## src/rtl/i2c_seq.sv

```systemverilog
// i2c_seq: table-driven I2C command sequencer.
//
// Walks an external synchronous command table from entry 0 after start_i,
// issuing WRITE/READ commands to an I2C master, inserting programmable delays,
// retrying NACKed transfers up to RETRIES extra times, and stopping at an END
// entry, after the last table entry, or on the first unrecoverable NACK.
//
// Ports:
//   clk_i, rst_ni        clock, asynchronous active-low reset
//   start_i              start pulse, honoured only while idle
//   busy_o, done_o       busy level, one-cycle completion pulse
//   err_o, err_idx_o     sticky abort flag and aborting entry index
//   tbl_addr_o           table index; tbl_data_i valid one cycle later
//   tbl_data_i           {op[1:0], daddr[6:0], addr[7:0], data[7:0]}
//   rd_val_o, rd_data_o  read result pulse and last read byte
//   m_*_o / m_rdy_i      command handshake towards the master
//   m_rsp_*_i / m_rsp_rdy_o  response handshake from the master
module i2c_seq #(
    parameter int DEPTH    = 16,
    parameter int RETRIES  = 3,
    parameter int DLY_UNIT = 1000,
    localparam int IW      = $clog2(DEPTH)
) (
    input  logic          clk_i,
    input  logic          rst_ni,
    input  logic          start_i,
    output logic          busy_o,
    output logic          done_o,
    output logic          err_o,
    output logic [IW-1:0] err_idx_o,
    output logic [IW-1:0] tbl_addr_o,
    input  logic [24:0]   tbl_data_i,
    output logic          rd_val_o,
    output logic [7:0]    rd_data_o,
    output logic          m_val_o,
    output logic [6:0]    m_daddr_o,
    output logic [7:0]    m_addr_o,
    output logic [7:0]    m_data_o,
    output logic          m_wen_o,
    input  logic          m_rdy_i,
    input  logic          m_rsp_val_i,
    input  logic          m_rsp_err_i,
    input  logic [7:0]    m_rsp_data_i,
    output logic          m_rsp_rdy_o
);

    localparam int TW = $clog2(RETRIES + 2);
    localparam int PW = $clog2(DLY_UNIT + 1);

    typedef enum logic [2:0] {
        S_IDLE, S_FETCH, S_DECODE, S_ISSUE, S_WAIT_RSP, S_DELAY, S_FINISH
    } state_e;

    typedef enum logic [1:0] {
        OP_WRITE = 2'd0, OP_READ = 2'd1, OP_DELAY = 2'd2, OP_END = 2'd3
    } op_e;

    state_e          state_q, state_d;
    logic [IW-1:0]   idx_q, idx_d;
    logic [TW-1:0]   tries_q, tries_d;
    logic [15:0]     dcnt_q, dcnt_d;
    logic [PW-1:0]   pre_q, pre_d;
    logic [6:0]      daddr_q, daddr_d;
    logic [7:0]      addr_q, addr_d;
    logic [7:0]      data_q, data_d;
    logic            wen_q, wen_d;
    logic            err_q, err_d;
    logic [IW-1:0]   err_idx_q, err_idx_d;
    logic            rd_val_q, rd_val_d;
    logic [7:0]      rd_data_q, rd_data_d;
    logic            advance;

    always_comb begin
        state_d   = state_q;
        idx_d     = idx_q;
        tries_d   = tries_q;
        dcnt_d    = dcnt_q;
        pre_d     = pre_q;
        daddr_d   = daddr_q;
        addr_d    = addr_q;
        data_d    = data_q;
        wen_d     = wen_q;
        err_d     = err_q;
        err_idx_d = err_idx_q;
        rd_val_d  = 1'b0;
        rd_data_d = rd_data_q;
        advance   = 1'b0;

        case (state_q)
            S_IDLE: begin
                if (start_i) begin
                    state_d   = S_FETCH;
                    idx_d     = '0;
                    tries_d   = '0;
                    err_d     = 1'b0;
                    err_idx_d = '0;
                end
            end
            S_FETCH: state_d = S_DECODE;
            S_DECODE: begin
                daddr_d = tbl_data_i[22:16];
                addr_d  = tbl_data_i[15:8];
                data_d  = tbl_data_i[7:0];
                wen_d   = (op_e'(tbl_data_i[24:23]) == OP_WRITE);
                case (op_e'(tbl_data_i[24:23]))
                    OP_WRITE, OP_READ: state_d = S_ISSUE;
                    OP_DELAY: begin
                        dcnt_d  = tbl_data_i[15:0];
                        pre_d   = '0;
                        state_d = S_DELAY;
                    end
                    default: state_d = S_FINISH;
                endcase
            end
            S_ISSUE: begin
                if (m_rdy_i) state_d = S_WAIT_RSP;
            end
            S_WAIT_RSP: begin
                if (m_rsp_val_i) begin
                    if (!m_rsp_err_i) begin
                        if (!wen_q) begin
                            rd_data_d = m_rsp_data_i;
                            rd_val_d  = 1'b1;
                        end
                        advance = 1'b1;
                    end else if (tries_q < TW'(RETRIES)) begin
                        tries_d = tries_q + TW'(1);
                        state_d = S_ISSUE;
                    end else begin
                        err_d     = 1'b1;
                        err_idx_d = idx_q;
                        state_d   = S_FINISH;
                    end
                end
            end
            S_DELAY: begin
                // Leave on the wrap that takes dcnt to zero so N units take
                // exactly N*DLY_UNIT cycles; a zero count leaves at once.
                if (dcnt_q == 16'd0) begin
                    advance = 1'b1;
                end else if (pre_q == PW'(DLY_UNIT - 1)) begin
                    pre_d  = '0;
                    dcnt_d = dcnt_q - 16'd1;
                    if (dcnt_q == 16'd1) advance = 1'b1;
                end else begin
                    pre_d = pre_q + PW'(1);
                end
            end
            S_FINISH: state_d = S_IDLE;
            default:  state_d = S_IDLE;
        endcase

        // The table does not wrap: the last entry always ends the sequence.
        if (advance) begin
            if (idx_q == IW'(DEPTH - 1)) begin
                state_d = S_FINISH;
            end else begin
                idx_d   = idx_q + IW'(1);
                tries_d = '0;
                state_d = S_FETCH;
            end
        end
    end

    always_ff @(posedge clk_i or negedge rst_ni) begin
        if (!rst_ni) begin
            state_q   <= S_IDLE;
            idx_q     <= '0;
            tries_q   <= '0;
            dcnt_q    <= '0;
            pre_q     <= '0;
            daddr_q   <= '0;
            addr_q    <= '0;
            data_q    <= '0;
            wen_q     <= 1'b0;
            err_q     <= 1'b0;
            err_idx_q <= '0;
            rd_val_q  <= 1'b0;
            rd_data_q <= '0;
        end else begin
            state_q   <= state_d;
            idx_q     <= idx_d;
            tries_q   <= tries_d;
            dcnt_q    <= dcnt_d;
            pre_q     <= pre_d;
            daddr_q   <= daddr_d;
            addr_q    <= addr_d;
            data_q    <= data_d;
            wen_q     <= wen_d;
            err_q     <= err_d;
            err_idx_q <= err_idx_d;
            rd_val_q  <= rd_val_d;
            rd_data_q <= rd_data_d;
        end
    end

    assign busy_o      = (state_q != S_IDLE);
    assign done_o      = (state_q == S_FINISH);
    assign err_o       = err_q;
    assign err_idx_o   = err_idx_q;
    assign tbl_addr_o  = idx_q;
    assign rd_val_o    = rd_val_q;
    assign rd_data_o   = rd_data_q;
    assign m_val_o     = (state_q == S_ISSUE);
    assign m_daddr_o   = daddr_q;
    assign m_addr_o    = addr_q;
    assign m_data_o    = data_q;
    assign m_wen_o     = wen_q;
    assign m_rsp_rdy_o = (state_q == S_WAIT_RSP);

endmodule

```

## config.mk

```make
export PLATFORM = sky130hd
export DESIGN_NAME = i2c_seq
export DESIGN_NICKNAME = d
export VERILOG_FILES = /design/src/rtl/i2c_seq.sv
export SDC_FILE = /design/constraint.sdc
export NUM_CORES = 1
export LEC_CHECK = 0
export ABC_AREA = 1
export BUFFER_PORTS_ARGS = -buffer_cell sky130_fd_sc_hd__buf_2
export CAP_MARGIN = 10
export CORE_MARGIN = 5
export CORE_UTILIZATION = 50
export CTS_CLUSTER_SIZE = 24
export DETAILED_ROUTE_END_ITERATION = 8
export GPL_TIMING_DRIVEN = 0
export PLACE_DENSITY = 0.77
export SLEW_MARGIN = 20
export SYNTH_ARGS = -nofsm -noshare
export SYNTH_HDL_FRONTEND = slang
export SYNTH_SLANG_ARGS = --single-unit
export TNS_END_PERCENT = 20
```

## constraint.sdc

```tcl
create_clock -name clk_i -period 1.6 [get_ports clk_i]
set_clock_uncertainty 0.15 [all_clocks]
set_input_delay 0.08 -clock clk_i [delete_from_list [all_inputs] [get_ports clk_i]]
set_output_delay 0.08 -clock clk_i [all_outputs]
set_load 0.005 [all_outputs]
```

Yosys cells after proc, flatten, opt, wreduce, memory -nomap -nowiden. Cells that the tools add are included.

Output and inout port bits: 46. Word-level logic and storage cells: 103. Flip-flop bits (word level): 74. Bits of input ports: 39.

Bitwise logic cells: 2. Reduce and logical (&&, ||, !) cells: 12. Add/sub/neg operators: 4. $lt $le $gt $ge: 1. Mux-type cells: 48. Eq/ne operators: 23.

Operators by type and width (number): 16-bit 2-to-1 mux (3); 3-bit 2-to-1 mux (13); 4-bit 2-to-1 mux (8); 16-bit one-hot mux with 2 select lines (1); 10-bit 2-to-1 mux (3); 10-bit one-hot mux with 2 select lines (1); 3-bit one-hot mux with 6 select lines (1); 16-bit by 1-bit equality test with 1-bit output, second input constant (1); 16-bit zero test (1); 2-bit != test, second input constant (8); 16-bit by 1-bit subtractor with 16-bit output, second input constant (1); 1-bit 2-to-1 mux (13); 3-bit one-hot mux with 2 select lines (2); 10-bit by 1-bit adder with 10-bit output, second input constant (1); 10-bit equality test, second input constant (1); 5-bit AND reduction (2); 3-bit equality test, second input constant (3); 4-bit one-hot mux with 2 select lines (1); 4-bit AND reduction (2); 3-bit by 2-bit equality test with 1-bit output, second input constant (2); 3-bit by 2-bit != test with 1-bit output, second input constant (2); 4-bit by 1-bit adder with 4-bit output, second input constant (1); 4-bit equality test, second input constant (1); 1-bit one-hot mux with 2 select lines (2); other kinds (14) (16).

Logic depth before layout (Yosys ltp). Gate-level depths: netlist of run 1.

Depth after elaboration: 7. Depth in mapped cells: 12. Mapped depth without buffers: 12.

Worst setup path before layout of run 1. OpenSTA, ideal clock, no wires.

Path kind: register -> register. Start: reg pre_q[0]. End: reg idx_q[0], in the netlist tbl_addr_o[0]. Path slack: -0.161 ns. Data required time: 1.324 ns. Path buffers: 0. Setup time: 0.126 ns. Clock period less this slack: 1.761 ns. Data arrival time: 1.485 ns. Cell stages (with the launch flop): 11. Cells stage by stage: dfrtp_1 -> ha_1 -> inv_1 -> nor2_1 -> nand2_1 -> nor2_1 -> nand4_2 -> nand2_4 -> nand2_4 -> nand3_1 -> o21ai_1.

Longest elaborated chain between the ends: 5.

RTL lines: start, declared (line 62) `logic [PW-1:0] pre_q, pre_d;`; start signal, assigned (line 185) `pre_q <= pre_d;`; 10-bit equality test (line 141) `end else if (pre_q == PW'(DLY_UNIT - 1)) begin`; 1-bit 2-to-1 mux (line 141); 1-bit 2-to-1 mux (line 139) `if (dcnt_q == 16'd0) begin`; 1-bit one-hot mux with 2 select lines (line 89) `case (state_q)`; 4-bit 2-to-1 mux (line 154) `if (advance) begin`; net idx_d[0] (line 59) `logic [IW-1:0] idx_q, idx_d;`; end signal, assigned (line 182) `idx_q <= idx_d;`; end, declared (line 59).

The timed path passes the listed nets, and every way through them passes these cells. A chain may end at the register's enable or synchronous reset.

Final worst setup path of run 1.
Start: reg state_q[1]. End: reg idx_q[3], in the netlist tbl_addr_o[3].

Longest elaborated chain between the ends: 4. Elaborated cells between the ends (all ways): 7. Classes of those cells: 2 x eq/ne; 4 x mux; 1 x reduce/logical.

RTL lines: start, declared (line 58) `state_e state_q, state_d;`; start signal, assigned (line 181) `state_q <= state_d;`; 3-bit zero test (line 89); 4-bit 2-to-1 mux (line 89); 4-bit 2-to-1 mux (line 155) `if (idx_q == IW'(DEPTH - 1)) begin`; 4-bit 2-to-1 mux * (line 154); net idx_d[3] (line 59).

Mark *: on every way through the listed nets, which the timed path passes. The rest lies on a longest branch.

==> impl_results.md, run 1 <==
* Initial standard-cell utilization of the core at about half
* Cells along the critical path: nor2_4 -> nand2_4 -> or2_4 -> nor2_4 -> nor2_4 -> nand2_4 -> nand2_4 -> nand3_1 -> o21ai_1
* Critical Path Start Type: register
* Vertical die dimension at 100 microns
* Synth Instances at roughly 530
* Total congestion overflow after global routing at 0
* Failing checks: setup timing
* Num Clock Sinks at 74
* Number of vias per cell at 5.06
* Per-instance average area after synthesis at between 7 and 8 sq um
* Clock Latency Late Sink at between 0.3 and 0.4 ns
* Net count after synthesis at 571
* Number of standard-cell rows in the floorplan at 32
* Arr. time, crit path at around 1.9 ns
* Global-route wire length before repair at 17800 microns
* Sum of internal, switching and leakage power at about 9000 uW
* Wire length per cell after detailed routing at approximately 14 microns
* Clock tree from TritonCTS: yes
* Post-route setup slack at -0.182 ns
* Endpoint type of the worst setup path: register
* Post-layout min period at roughly 1.8 ns
* Logic depth of the worst register-to-register path at 9
* Total wire length after detailed routing at roughly 11000 microns
* Category of the most critical setup path: register to register
* Setup violators final at 42
* Number of global-route vias before repair at around 3800
* CTS buffer count at 9
* Pre-antenna DRT Iters at 5
* Area overhead of the layout relative to synthesis at 38.6%
* Worst slack at placement at -0.363 ns
* Die Span X at around 100 microns
* Clock-pin slew on the worst setup and hold paths at ~0.080 ns
* Hold/Removal Path Class: primary input to async pin
* Die ar. at between 10000 and 15000 sq um
* Worst r2r src: state_q[1]
* Seq cells post-synth at 74
* Total core area at 7810 sq um
* Met3 WL at between 500 and 600 microns
* Initial antenna violation count at 0
* Max-slew violations at 0
* Data required time of the critical path at between 1.5 and 2 ns
* Uppermost routed layer: met4
* Ys Warns at 0
* Distinct cells, synth at 40
* Dominant synthesized flop cell: dfrtp_1
* Crit-path slowest cell: dfrtp_2
* Headroom to the max-slew limit at approximately 72%
* Metal2 WL at about 5700 microns
* Ant. Diodes at 0
* I/O pins at 85
* Worst-case vdd ir drop at around 0.89 mV
* Final core utilization at between 70 and 80%
* Reg-to-reg critical path endpoint: tbl_addr_o[3]
* Maximum number of pins on one net before global-route repair at 45
* Status: finished, violations left
* Final GP Congestion at between 0.9 and 1
* Power density cells at roughly 1600 nW/um^2
* Htree depth at 3
* Synthesized cell area at between 4000 and 5000 sq um
* Cell type contributing the most total cell area after synthesis: dfrtp_1
* Worst hold margin at between 0.05 and 0.06 ns
* R2R Setup Slk at -0.18 ns
* Share of the cycle needed by the critical path after routing at 111%
* P_leak at 0.00291 uW
* Maximum Capacitance Violations at 0
* Number of buffers between clock root and the deepest sink at 2
* Global-route usage over all layers at between 20% and 30%
* Via Count at 3981
* Pin slew with the least headroom to its limit at roughly 0.42 ns
* Total half-perimeter wirelength after legalization and detailed placement at between 7000 and 8000 microns
* Highest cell delay on the worst timing path at approximately 0.46 ns
* Fraction of synthesis flops using an asynchronous set or reset pin at 100%
* Worst setup startpoint: state_q[1]
* Portion of synthesized cell area occupied by the leading cell type at between 40% and 50%
* Proportion of synthesized chip area in sequential cells at 45.7%
* Nets at between 700 and 800
* Biggest area contributors in the synthesized netlist: dfrtp_1, nand2_1, inv_1, o21ai_0, nor2_1
* Number of port buffers at between 80 and 90
* Achievable clock frequency at roughly 560 MHz
* Library cell used as clock root buffer: clkbuf_8
* Fraction of final layout cells with drive strength greater than 1 at between 30% and 40%
* Final-report hold violation count at 0
* Antenna-violating nets left at 0
* RSZ-0062 raised after global routing: yes
* Number of flops mapped to enable cells by yosys at 0
* DRC marker count from the first detailed-route iteration at between 150 and 200
* Top fanout value on the critical path at 9
* M1 wire length at about 4400 microns
* Remaining routing DRC violations at 0
==> flip-flops by register name, summed over array words and instances (netlist names) <==
register	flops
m_daddr_o	7
m_wen_o	1
tbl_addr_o	4
rd_data_o	8
err_idx_o	4
rd_val_o	1
m_addr_o	8
pre_q	10
dcnt_q	16
m_data_o	8
state_q	3
tries_q	3
err_o	1
==> worst max path at each step <==
stage	slack, ns	endpoint	depth (start not counted)
after CTS	-0.16	dcnt_q[9]	11
after floorplan	-0.02	tbl_addr_o[0]	9
after detailed placement	-0.36	dcnt_q[14]	10
after global routing	-0.26	tbl_addr_o[3]	9
final	-0.18	tbl_addr_o[3]	9
after global placement	-0.33	state_q[1]	1
==> logic make-up (layout without fill, tap and decap cells) <==
family          count (synthesis)  count (layout)  synth area share [%]
buf+inv                        78             237                  8.33
fa+ha+maj                       6               6                  1.85
flops                          74              74                  45.7
xor+xnor                        7               7                  1.51
simple gates                  286             286                  32.1
compound gates                 75              75                  10.6
==> power breakdown <==
group / total (uW) / internal [uW] / switching, uW
Sequential: 3190 / 2610 / 583
Clock: 1630 / 916 / 714
Combinational: 3980 / 1700 / 2280
Total: 8800 / 5220 / 3580
==> Yosys cell counts, types with 2 or more instances <==
cell type,instances
clkbuf_1,5
o21ai_0,41
nand2_4,4
nor3_1,2
buf_6,3
buf_2,2
xor2_1,6
ha_1,6
inv_1,58
nand3_2,3
nor2_4,6
o21ai_1,9
nor2_1,40
o211ai_1,3
o21ai_2,6
dfrtp_1,74
nand2_1,185
nand2_2,4
nor2_2,2
nand3_1,28
a21oi_1,10
inv_2,7
nand4_1,5
==> metrics by stage <==
step | area, sq um | setup TNS (ns) | std cells
2_1_floorplan | 4090 | -0.147 | 526
3_3_place_gp | 4640 | -21.97 | 712
3_5_place_dp | 4670 | -8.82 | 713
4_1_cts | 5470 | -4.40 | 783
5_1_grt | 5620 | -9.70 | 787
6_report | 5620 | -4.47 | 787
==> cell type report <==
cell class | instances | area, sq um
multi-input combinational | 374 | 2020
clock buffer | 11 | 141
timing repair buffer | 143 | 1030
sequential | 74 | 1860
clock inverter | 5 | 77.6
inverter | 67 | 267
fill | 568 | 2190
buffer | 11 | 101
tap | 102 | 128
==> metal layers <==
| layer | up-vias | track usage, % |
|---|---|---|
| met1 | 1862 | 26.5 |
| li1 | 1962 | - |
| met4 | 0 | 9.33 |
| met2 | 126 | 38.4 |
| met5 | - | 0 |
| met3 | 31 | 5.00 |
==> placed cells by master, fill, tap and decap left out, types with 5 or more instances in the layout <==
| master | n |
|---|---|
| a21oi_1 | 9 |
| buf_2 | 84 |
| buf_4 | 16 |
| clkbuf_8 | 10 |
| dfrtp_1 | 71 |
| dlygate4sd3_1 | 38 |
| ha_1 | 5 |
| inv_1 | 52 |
| inv_2 | 11 |
| nand2_1 | 169 |
| nand2_2 | 16 |
| nand2_4 | 8 |
| nand3_1 | 26 |
| nand4_1 | 5 |
| nor2_1 | 29 |
| nor2_2 | 9 |
| nor2_4 | 10 |
| o21ai_0 | 37 |
| o21ai_1 | 12 |
| o21ai_2 | 7 |
| xor2_1 | 6 |
==> critical path, delay by kind of cell, from the launching register on <==
family	cells	cell delay (ns)
compound gates	1	0.07
flops	1	0.46
simple gates	8	0.98
==> repair_timing <==
item	in CTS	in global routing
buffers inserted	16	3
gates cloned	0	1
resized for setup	26	35
setup endpoints to repair	64	69
endpoints found under the hold margin	129	0
hold buffers	38	0
pin swaps	15	4
(Power assumes the default switching activity.)
==> run 2: changes to the inputs <==
Settings changed: ABC_AREA 1 to 0, CORE_UTILIZATION 50 to 49, CTS_BUF_LIST from default to sky130_fd_sc_hd__clkbuf_16, PLACE_DENSITY 0.77 to 0.76.
==> impl_results.md, run 2 <==
* Die Span X at 97.3 microns (was 100 microns)
* Ys Warns at 0 (unchanged)
* Global-route usage over all layers at 23.8% (was 22.2%)
* Synth Instances at 364 (was 526)
* RSZ-0062 raised after global routing: yes (unchanged)
* Pin slew with the least headroom to its limit at 0.622 ns (was 0.425 ns)
* Pre-antenna DRT Iters at 5 (unchanged)
* Share of the cycle needed by the critical path after routing at 138% (was 111%)
* Vertical die dimension at 97.3 microns (was 100 microns)
* Maximum number of pins on one net before global-route repair at 51 (was 45)
* Remaining routing DRC violations at 0 (unchanged)
* Synth top cells by count: dfrtp_1, mux2_2, nor2_1, o21ai_1, nand2_1 (was nand2_1, dfrtp_1, inv_1, o21ai_0, nor2_1)
* Post-Route Setup TNS at -23.08 ns (was -4.47 ns)
* Most common cell after layout, fill and taps aside: buf_2 (was nand2_1)
* Die ar. at 9470 sq um (was 10000 sq um)
* Total wire length after detailed routing at 12700 microns (was 10800 microns)
* Wire length per cell after detailed routing at 20.0 microns (was 13.7 microns)
* Post-route setup slack at -0.611 ns (was -0.182 ns)
* P_leak at 0.00265 uW (was 0.00291 uW)
* Total congestion overflow after global routing at 0 (unchanged)
* I/O pins at 85 (unchanged)
* Fraction of synthesis flops using an asynchronous set or reset pin at 100% (unchanged)
* Power density cells at 1860 nW/um^2 (was 1570 nW/um^2)
* Portion of synthesized cell area occupied by the leading cell type at 49.6% (was 45.7%)
* Number of standard-cell rows in the floorplan at 31 (was 32)
* Per-instance average area after synthesis at 10.3 sq um (was 7.71 sq um)
* Fraction of final layout cells with drive strength greater than 1 at 47.1% (was 30.8%)
* Max-slew violations at 0 (unchanged)
* Top fanout value on the critical path at 5 (was 9)
* Final GP Congestion at 0.868 (was 0.911)
* Clock-pin slew on the worst setup and hold paths at 0.06 ns (was 0.08 ns)
* Nets at 576 (was 725)
* Dominant synthesized flop cell: dfrtp_1 (unchanged)
* Hold Crit Depth at 3
* Critical Path Start Type: register (unchanged)
* Antenna-violating nets left at 0 (unchanged)
* Final-report hold violation count at 0 (unchanged)
* Num Clock Sinks at 74 (unchanged)
* Number of placed cells counting well taps at 548 (was 713)
* Headroom to the max-slew limit at 58.5% (was 71.7%)
* Post-layout min period at 2.21 ns (was 1.78 ns)
* Number of global-route vias before repair at 3707 (was 3847)
* Failing checks: setup timing (unchanged)
* Ant. Diodes at 0 (unchanged)
* Layout Cells excl Fill at 634 (was 787)
* Logic depth of the worst register-to-register path at 7 (was 9)
* Biggest registers after layout: dcnt_q (16), pre_q (10) (unchanged)
* Largest register FFs at 16 (unchanged)
* Data required time of the critical path at 1.65 ns (was 1.69 ns)
* CTS buffer count at 9 (unchanged)
* Total core area at 7330 sq um (was 7810 sq um)
* Seq cells post-synth at 74 (unchanged)
* Proportion of synthesized chip area in sequential cells at 49.6% (was 45.7%)
* Number of fillers in the final layout at 389 (was 568)
* Number of vias per cell at 5.99 (was 5.06)
* Library cell used as clock root buffer: clkbuf_16 (was clkbuf_8)
* Synthesized cell area at 3730 sq um (was 4060 sq um)
* Number of flops mapped to enable cells by yosys at 0 (unchanged)
* Status: finished, violations left (unchanged)
* Total half-perimeter wirelength after legalization and detailed placement at 6640 microns (was 7080 microns)
* Via Count at 3796 (was 3981)
* Initial antenna violation count at 0 (unchanged)
* Leading cell types in the layout, fill and taps excluded: buf_2, dfrtp_1, dlygate4sd3_1, mux2_4 (was nand2_1, buf_2, dfrtp_1, inv_1, dlygate4sd3_1)
* Hold/Removal Path Class: primary input to register (was primary input to async pin)
* Achievable clock frequency at 452 MHz (was 561 MHz)
* Category of the most critical setup path: register to register (unchanged)
* Arr. time, crit path at 2.26 ns (was 1.87 ns)
* Number of buffers between clock root and the deepest sink at 2 (unchanged)
* Worst hold margin at 0.0206 ns (was 0.0534 ns)
* DRC marker count from the first detailed-route iteration at 396 (was 170)
* Net count after synthesis at 409 (was 571)
* Biggest area contributors in the synthesized netlist: dfrtp_1, mux2_2, o21ai_1, a21oi_1, nor2_1 (was dfrtp_1, nand2_1, inv_1, o21ai_0, nor2_1)
* Htree depth at 3 (unchanged)
* Distinct cells, synth at 58 (was 40)
* Area overhead of the layout relative to synthesis at 57.0% (was 38.6%)
* Cell type contributing the most total cell area after synthesis: dfrtp_1 (unchanged)
* Setup violators final at 73 (was 42)
* Clock tree from TritonCTS: yes (unchanged)
* Maximum Capacitance Violations at 0 (unchanged)
* Most frequently used cell type in the post-synthesis netlist: dfrtp_1 (was nand2_1)
* Initial standard-cell utilization of the core at 50.9% (was 51.9%)
* R2R Setup Slk at -0.61 ns (was -0.18 ns)
* Number of port buffers at 84 (unchanged)
* Worst-case vdd ir drop at 0.939 mV (was 0.894 mV)
* Endpoint type of the worst setup path: register (unchanged)
* Biggest register: dcnt_q (unchanged)
* Worst slack at placement at -0.736 ns (was -0.363 ns)
* Global-route wire length before repair at 18300 microns (was 17800 microns)
* Clock Latency Late Sink at 0.34 ns (was 0.36 ns)
-- run 2: cell count changes after synthesis, sizes merged, moves of 9 or more --
cell	before	now
a21oi	11	21
inv	66	8
mux2	0	32
nand2	193	26
nand3	32	14
nor2	49	30
nor2b	0	9
o21ai	56	47
-- run 2: final timing paths --
path                                     start      endpoint
min in group asynchronous               rst_ni    tries_q[2]
worst max-delay path                  pre_q[8]    state_q[0]
worst max register to register        pre_q[8]    state_q[0]
worst min register to register    err_idx_o[2]  err_idx_o[2]
max in group asynchronous               rst_ni    state_q[0]
worst min-delay path            tbl_data_i[24]       m_wen_o
-- run 2: where the power goes --
part / total (uW) / internal (uW) / switching [uW]
Clock: 2140 / 1350 / 790
Sequential: 3390 / 2660 / 730
Combinational: 5360 / 2800 / 2560
-- run 2: cell families after synthesis --
kind of cell,share of synthesized area [%]
flops,49.6
xor+xnor,0.704
compound gates,16.8
buf+inv,3.69
simple gates,17.6
mux,9.65
fa+ha+maj,2.01
-- run 2: area by class of cell --
type	count	area, sq um	share of cell area, %
Multi-Input combinational cell	265	2190	37.4
Buffer	17	194	3.31
Tap cell	99	124	2.11
Clock inverter	6	83.8	1.43
Clock buffer	9	225	3.84
Timing Repair Buffer	156	1150	19.6
Inverter	8	30.0	0.512
Sequential cell	74	1860	31.7
-- run 2: metal layers --
metal,global-route usage [%],part of all wire (%)
met1,29.0,39
met2,39.9,50
met3,5.31,6.4
met4,11.3,4.0
met5,0,0
-- run 2: repair_timing --
| action | 4_1_cts | 5_1_grt |
|---|---|---|
| pin swaps | 26 | 14 |
| resized for setup | 78 | 57 |
| buffers inserted | 18 | 16 |
| gates cloned | 1 | 1 |
| hold buffers | 36 | 0 |
| endpoints found under the hold margin | 121 | 0 |
| endpoints found under the setup margin | 78 | 78 |
-- run 2: critical path, cell delays in order, from the launching register on --
cell	delay, ns
dfrtp_1	0.44
nor4bb_4	0.47
a41oi_4	0.18
nor3_4	0.32
buf_4	0.17
o221ai_2	0.15
nand2_1	0.12
o21ai_1	0.08
-- run 2: through the flow --
| stage | area, sq um | total power, uW | utilization, % |
|---|---|---|---|
| final | 5860 | 10900 | 80.0 |
| after global routing | 5860 | 11400 | 80.0 |
| after CTS | 5520 | 9990 | 75.4 |
| after detailed placement | 4390 | 6840 | 59.8 |
| after global placement | 4360 | 6670 | 59.4 |
| after floorplan | 3810 | 5610 | - |
